### src/rtl/boot_sequencer.sv
// Program-load and run controller: streams an image into instruction memory, holds core reset,
// runs the core for RUN_CYCLES and freezes it. Define BOOT_SEQ_TRACE_EN to build the PC trace port.
module boot_sequencer #(
  parameter int DATA_W     = 18,
  parameter int ADDR_W     = 8,
  parameter int RESET_HOLD = 5,
  parameter int RUN_CYCLES = 10000,
  parameter int CNT_W      = 32
) (
  input  logic              clk,
  input  logic              reset,
  input  logic              restart,
  input  logic              load_valid,
  input  logic [DATA_W-1:0] load_data,
  input  logic              load_last,
  output logic              load_ready,
  output logic              imem_we,
  output logic [ADDR_W-1:0] imem_addr,
  output logic [DATA_W-1:0] imem_wdata,
  output logic              cpu_reset,
  input  logic [ADDR_W-1:0] pc_in,
  input  logic [DATA_W-1:0] instr_in,
  output logic              trace_valid,
  output logic [ADDR_W-1:0] trace_pc,
  output logic [DATA_W-1:0] trace_instr,
  output logic [CNT_W-1:0]  trace_cycle,
  output logic              overflow,
  output logic              done
);

  typedef enum logic [1:0] {LOAD, HOLD, RUN, DONE} state_t;

  localparam logic [CNT_W-1:0]  HOLD_LAST = CNT_W'(RESET_HOLD - 1);
  localparam logic [CNT_W-1:0]  RUN_LAST  = CNT_W'(RUN_CYCLES - 1);
  localparam logic [ADDR_W-1:0] ADDR_MAX  = '1;

  generate
    if (RESET_HOLD < 1 || RUN_CYCLES < 1 ||
        (CNT_W < 31 && RUN_CYCLES > (1 << CNT_W) - 1)) begin : g_param_err
      $error("boot_sequencer: RESET_HOLD/RUN_CYCLES must be >=1 and fit in CNT_W");
    end
  endgenerate

  state_t            state, state_nx;
  logic [ADDR_W-1:0] addr;
  logic [CNT_W-1:0]  cnt;
  logic              arm;
  logic              accept, at_top, load_end;

  // arm keeps load_ready low for the first LOAD cycle after reset or restart
  assign load_ready = (state == LOAD) && arm && !restart && !reset;
  assign accept     = load_valid && load_ready;
  assign at_top     = (addr == ADDR_MAX);
  assign load_end   = accept && (load_last || at_top);
  assign cpu_reset  = (state != RUN);
  assign done       = (state == DONE);

  always_comb begin
    state_nx = state;
    case (state)
      LOAD:    if (load_end) state_nx = HOLD;
      HOLD:    if (cnt == HOLD_LAST) state_nx = RUN;
      RUN:     if (cnt == RUN_LAST) state_nx = DONE;
      DONE:    state_nx = DONE;
      default: state_nx = LOAD;
    endcase
    if (restart) state_nx = LOAD;
  end

  always_ff @(posedge clk) begin
    if (reset) begin
      state      <= LOAD;
      addr       <= '0;
      cnt        <= '0;
      arm        <= 1'b0;
      overflow   <= 1'b0;
      imem_we    <= 1'b0;
      imem_addr  <= '0;
      imem_wdata <= '0;
    end else begin
      state   <= state_nx;
      arm     <= !restart;
      imem_we <= accept;
      if (accept) begin
        imem_addr  <= addr;
        imem_wdata <= load_data;
      end
      if (restart) begin
        addr     <= '0;
        cnt      <= '0;
        overflow <= 1'b0;
      end else begin
        if (accept && !at_top) addr <= addr + 1'b1;
        if (load_end) overflow <= !load_last;
        // one counter serves HOLD and RUN; it restarts at every phase change
        if (state_nx != state) cnt <= '0;
        else if (state == HOLD || state == RUN) cnt <= cnt + 1'b1;
      end
    end
  end

`ifdef BOOT_SEQ_TRACE_EN
  logic [ADDR_W-1:0] last_pc;

  always_ff @(posedge clk) begin
    if (reset) begin
      trace_valid <= 1'b0;
      trace_pc    <= '0;
      trace_instr <= '0;
      trace_cycle <= '0;
      last_pc     <= '0;
    end else begin
      trace_valid <= 1'b0;
      if (!restart && state == RUN && (cnt == '0 || pc_in != last_pc)) begin
        trace_valid <= 1'b1;
        trace_pc    <= pc_in;
        trace_instr <= instr_in;
        trace_cycle <= cnt;
        last_pc     <= pc_in;
      end
    end
  end
`else
  logic unused_trace_in;
  assign unused_trace_in = ^{pc_in, instr_in};
  assign trace_valid     = 1'b0;
  assign trace_pc        = '0;
  assign trace_instr     = '0;
  assign trace_cycle     = '0;
`endif

endmodule
### config.mk
export PLATFORM = sky130hd
export DESIGN_NAME = boot_sequencer
export DESIGN_NICKNAME = d
export VERILOG_FILES = /design/src/rtl/boot_sequencer.sv
export SDC_FILE = /design/constraint.sdc
export NUM_CORES = 1
export LEC_CHECK = 0
export CELL_PAD_IN_SITES_DETAIL_PLACEMENT = 0
export CELL_PAD_IN_SITES_GLOBAL_PLACEMENT = 1
export CORE_MARGIN = 5
export CORE_UTILIZATION = 35
export DETAILED_ROUTE_END_ITERATION = 8
export GPL_TIMING_DRIVEN = 0
export MAX_ROUTING_LAYER = met4
export PLACE_DENSITY_LB_ADDON = 0.3
export SLEW_MARGIN = 30
export SYNTH_ARGS = -nofsm -noshare
export SYNTH_HDL_FRONTEND = slang
export SYNTH_SLANG_ARGS = --single-unit
### constraint.sdc
create_clock -name clk -period 6.7 [get_ports clk]
set_input_delay 1.005 -clock clk [delete_from_list [all_inputs] [get_ports clk]]
set_output_delay 1.005 -clock clk [all_outputs]
set_load 0.05 [all_outputs]
==> flow_summary.yaml, run 1 <==
final_layout:
  sequential_cell_area_mm2: 0.001421
  syn_to_final_growth_pct: 29.48
  diodes: 0
  fin_cells: 705
  post_route_cells_drive_above_1_share_pct: 19.33
  layout.nets: 621
  mostFrequentLayoutCells: "dfxtp_1, nand2_1, buf_4, conb_1, clkdlybuf4s50_1"
  layout_commonest_cell: "dfxtp_1"
  fin_util_pct: 46.74
  nFillCells: 1034
  multi_input_area_mm2: 0.001942
critical_path:
  critPathRequiredTime_ns: 5.69
  r2r-end: "cnt[7]$_SDFFE_PP0P_"
  reg2reg_slack_ns: 3.99
  reg2reg_from: "state[0]$_SDFF_PP0_"
  crit_top_cell: "clkdlybuf4s50_1"
  cp_max_fo: 3
  start_kind: "input port"
  cp_num_buf_inv: 2
  reg2reg_depth: 10
  endpoint_kind: "output port"
  path_class: "input port to output port"
  slowest_stage: "clkdlybuf4s50_1"
  path_delay_family: "buffers and inverters"
  cpPeakStageDelay_ns: 0.82
  cp.arrival_ns: 2.62
  crit_chain: "clkdlybuf4s50_1, and4bb_2, clkdlybuf4s50_1"
global_routing:
  grt-ovfl-total: 0
  antenna_found_initial: 0
  use_met1_pct: 18.24
  grt_pass1_vias: 2998
  grt_use_met3_pct: 2.387
  grt_max_degree: 14
  grt_pass1_wl_mm: 14.15
  groute.usage.overall_pct: 13.67
  use_met2_pct: 20.02
  grt-busiest-layer: "met2"
synthesis:
  yosys.area.top_type: "dfxtp_1"
  ys_ff_latch: 71
  synth_seq_area_share_pct: 37.97
  synth_area_leaders: "dfxtp_1, buf_4, nand2_1"
  netlist.area_leader.share_pct: 37.97
  synth_edf_count: 0
  synth_area_mm2: 0.003744
  syn_avg_cell_area_um2: 8.451
  synth_flop_cell: "dfxtp_1"
  ys_types: 49
  synth_async_sr_flop_share_pct: 0
  synth_warnings: 0
  synthCells: 443
floorplanning:
  row_count: 37
  core-area_mm2: 0.01037
  die_w_um: 113.4
  start_util_pct: 36.10
  fp.dieH_um: 113.4
  boundaryPins: 139
  die_area_mm2: 0.01286
power:
  intPower_mw: 0.6404
  p_switching_mw: 0.2745
  powerDensity_mw_per_mm2: 188.8
  p_sw_share_pct: 30.00
  leakage_nw: 1.851
  p_comb_share_pct: 15.7
  power_frac_clock_pct: 37.9
  p_seq_share_pct: 46.4
  peakVddDrop_mv: 0.09510
place:
  gp_congestion: 0.8061
  hpwl_mm: 6.330
  post-place-ws_ns: 3.082
  io_buffers: 52
  placedCellCount: 689
hold_path:
  min_to: "imem_wdata[16]$_SDFFE_PP0P_"
  hp-start: "imem_wdata[16]$_SDFFE_PP0P_"
  min_path_cells: 2
  hold_path.class: "register to register"
timing:
  setup_ws_ns: 3.079
  setup-tns-final_ns: 0
  slew_viol_final: 0
  fmax_mhz: 276.2
  worst_slew_pin_slew_ns: 0.6561
  setup_violations: 0
  finalClockSkew_ns: 0.01111
  period_needed_ns: 3.621
  period_share_pct: 54.04
  hold_violations: 0
  timing.hold.ws_ns: 0.4549
  rsz0062_at_grt: "no"
  max_slew_margin_pct: 56.07
clock_tree:
  ctsHoldBuffers: 0
  cts_tree: "built"
  cts_sinks: 71
  path_clk_slew_ns: 0.08
  post_cts_resized: 0
  cts_max_path_buffers: 2
  postCtsSetupRepairBufs: 0
  clock_latency_ns: 0.35
  cts_buffers: 9
  cts-root-buf: "clkbuf_8"
  cts_htree_levels: 3
detailed_routing:
  drtIter0Drc: 133
  drcViolationCount: 0
  first_pass_iters: 4
  dr_total_vias: 3144
  wl_per_cell_um: 12.01
  via_per_inst: 4.460
  antenna_left: 0
  drt-total-wl_mm: 8.467
run_status:
  status: "finished, final reports clean"
run:
  max_cap_viol_count: 0
tightest hold or removal path, cell delays in order (launching register included):
cell and delay (ns):
dfxtp_1 0.31, nand2_1 0.05, a21oi_1 0.05
synth_stat cells (all sizes together) (4+ instances only):
| cell | count |
|---|---|
| nor3 | 40 |
| buf | 66 |
| ha | 8 |
| nand3 | 13 |
| and3 | 8 |
| o21ai | 5 |
| inv | 10 |
| xnor2 | 12 |
| and4 | 4 |
| nor2 | 17 |
| dfxtp | 71 |
| nor4 | 6 |
| clkbuf | 14 |
| nand4 | 21 |
| nand2 | 66 |
| xor2 | 23 |
| a21oi | 33 |
final cells by class:
class,instances,area share [%]
buffer,80,11.56
clock buffer,10,2.633
clock inverter,6,1.394
inverter,10,0.7744
multi-input combinational,340,40.06
sequential,71,29.32
tap,136,3.511
timing repair buffer,52,10.74
metrics by stage:
step,total power [mW],area [µm²]
finish,0.9149,4847
global route,0.9460,4847
CTS,0.9239,4847
detailed placement,0.5762,4652
global placement,0.5761,4652
floorplan,0.5549,3961
cell families (layout without fill, tap and decap cells):
group,count (synthesis),after routing,share of synthesized area (%)
fa+ha+maj,8,8,2.674
other cells,1,59,0.1002
simple gates,188,188,26.87
flops,71,71,37.97
xor+xnor,35,35,8.188
compound gates,48,48,7.688
buf+inv,90,158,15.98
mux,2,2,0.5348
worst max path at each step:
stage               startpoint              endpoint  slack, ns  cells after the start
detailed placement     restart            load_ready       3.08                      3
finish                 restart            load_ready       3.08                      3
global placement       restart            load_ready       3.08                      3
CTS                    restart            load_ready       3.08                      3
global route           restart            load_ready       3.05                      3
floorplan                reset  cnt[10]$_SDFFE_PP0P_       3.84                      8
power groups by stage:
stage          Clock (mW)  Combinational [mW]  Sequential, mW
6_report            0.347               0.143           0.425
5_1_grt             0.370               0.151           0.425
4_1_cts             0.357               0.142           0.425
3_5_place_dp            0               0.142           0.435
3_3_place_gp            0               0.142           0.435
2_1_floorplan           0               0.115           0.440
routing by layer:
metal	routed length, µm	vias to the layer above
li1	-	1643
met1	4173	1411
met2	3741	77
met3	384	13
met4	167	0
met5	0	-
state kept, by name, summed over array words and instances (netlist names):
name and cells:
addr 8, arm 1, cnt 32, imem_addr 8, imem_wdata 18, imem_we 1, overflow 1, state 2
Note: power is estimated with default switching activity, not from simulation.
==> run 2, diff against run 1 <==
- CORE_UTILIZATION: 35 -> 32
- clock period: 6.7 -> 3.6 ns (I/O delays scaled with it)
==> run 2 against run 1 <==
  * Register-to-register slack got worse by 3.2 ns
  * Sequential power rose by 86%
  * Final area rose by 3.6%
  * Wire length rose by 4.1%
  * Sequential share of layout area fell by 1.0 points
  * Clock skew fell by 0.0036 ns
  * Cell count rose by 0.85%
  * First-iteration DRC count fell by 11%
  * Critical path type is now register to output port
  * Largest cell class unchanged
==> flow_summary.yaml, run 2 (same netlist as run 1, synthesis figures left out) <==
run_status:
  status: "finished, final reports clean"
critical_path:
  path_class: "register to output port"
  start_kind: "register"
  cp.arrival_ns: 2.39
  crit_chain: "inv_1, ha_1, clkbuf_2, and4bb_2, clkdlybuf4s50_1"
  critPathRequiredTime_ns: 3.06
  endpoint_kind: "output port"
  cpPeakStageDelay_ns: 0.83
  cp_max_fo: 8
  slowest_stage: "clkdlybuf4s50_1"
floorplanning:
  fp.dieH_um: 118.2
  core-area_mm2: 0.01147
  die_area_mm2: 0.01396
  boundaryPins: 139
  start_util_pct: 32.65
  die_w_um: 118.2
  row_count: 39
global_routing:
  grt-ovfl-total: 0
  grt_pass1_wl_mm: 14.75
  antenna_found_initial: 0
  groute.usage.overall_pct: 13.11
  grt_pass1_vias: 2997
  grt_max_degree: 13
final_layout:
  multi_input_area_mm2: 0.001942
  largest_register_ffs: 32
  layout_commonest_cell: "dfxtp_1"
  regMostFlops: "cnt"
  diodes: 0
  design_area_mm2: 0.005020
  post_route_cells_drive_above_1_share_pct: 19.37
  sequential_cell_area_mm2: 0.001421
  nFillCells: 1139
  mostFrequentLayoutCells: "dfxtp_1, nand2_1, buf_4, conb_1, clkdlybuf4s50_1"
  layout.nets: 621
  syn_to_final_growth_pct: 34.09
  largestRegisters: "cnt: 32 flops, imem_wdata: 18 flops"
detailed_routing:
  dr_total_vias: 3106
  first_pass_iters: 4
  wl_per_cell_um: 12.40
  drt-total-wl_mm: 8.815
  antenna_left: 0
  drcViolationCount: 0
  via_per_inst: 4.368
  drtIter0Drc: 119
timing:
  setup_violations: 0
  slew_viol_final: 0
  setup-tns-final_ns: 0
  period_needed_ns: 2.927
  max_slew_margin_pct: 51.50
  fmax_mhz: 341.7
  finalClockSkew_ns: 0.007516
  period_share_pct: 81.30
  rsz0062_at_grt: "no"
  timing.hold.ws_ns: 0.4507
  worst_slew_pin_slew_ns: 0.7243
  hold_violations: 0
clock_tree:
  cts_max_path_buffers: 2
  postCtsSetupRepairBufs: 0
  cts_tree: "built"
  cts_sinks: 71
  post_cts_resized: 0
  cts_buffers: 9
  cts_htree_levels: 3
  cts-root-buf: "clkbuf_16"
  path_clk_slew_ns: 0.06
  ctsHoldBuffers: 0
  clock_latency_ns: 0.33
power:
  p_sw_share_pct: 24.67
  p_seq_share_pct: 37.0
  peakVddDrop_mv: 0.2487
  intPower_mw: 1.612
  p_switching_mw: 0.5279
  p_comb_share_pct: 12.4
  power_frac_clock_pct: 50.6
  leakage_nw: 1.933
  powerDensity_mw_per_mm2: 426.3
place:
  place_area_mm2: 0.004661
  io_buffers: 52
  gp_congestion: 0.8087
  hpwl_mm: 6.579
run:
  max_cap_viol_count: 0
hold_path:
  hold_path.class: "register to register"
run 2: power by group through the flow:
stage	Clock [mW]	Combinational [mW]	Sequential [mW]
global route	1.14	0.280	0.792
finish	1.08	0.266	0.792
CTS	1.10	0.264	0.792
detailed placement	0	0.264	0.809
global placement	0	0.264	0.809
floorplan	0	0.214	0.818
run 2: worst max-delay path, delay by kind of cell, from the launching register on:
kind,cells,cell delay [ns]
buf+inv,3,1.22
fa+ha+maj,1,0.18
flops,1,0.36
simple gates,1,0.30
run 2: layout make-up:
| cell class | instances | area share (%) |
|---|---|---|
| Buffer | 80 | 11.17 |
| Clock buffer | 9 | 4.487 |
| Clock inverter | 6 | 2.667 |
| Inverter | 10 | 0.7478 |
| Multi-Input combinational cell | 340 | 38.68 |
| Sequential cell | 71 | 28.32 |
| Tap cell | 143 | 3.564 |
| Timing Repair Buffer | 52 | 10.37 |
run 2: through the flow:
stage	cells	setup slack, ns	total power [mW]	utilization [%]
after floorplan	501	1.148	1.033	-
after global placement	696	0.6895	1.072	40.64
after detailed placement	696	0.7107	1.073	40.64
after CTS	711	0.6587	2.156	43.78
after global routing	711	0.5203	2.216	43.78
final	711	0.6731	2.140	43.78
run 2: final timing paths:
check	slack [ns]	to	start	depth (start not counted)
setup / recovery	0.67	load_ready	state[0]$_SDFF_PP0_	5
hold / removal	0.45	imem_wdata[3]$_SDFFE_PP0P_	imem_wdata[3]$_SDFFE_PP0P_	2
setup reg to reg	0.82	cnt[1]$_SDFFE_PP0P_	state[0]$_SDFF_PP0_	10
hold reg to reg	0.45	imem_wdata[3]$_SDFFE_PP0P_	imem_wdata[3]$_SDFFE_PP0P_	2
run 2: routing by layer:
metal	up-vias	track usage, %	part of all wire (%)
met5	-	-	0
met3	10	3.295	4.4
met1	1405	15.84	45
met2	52	20.99	50
li1	1639	-	-
met4	0	5.161	1.2
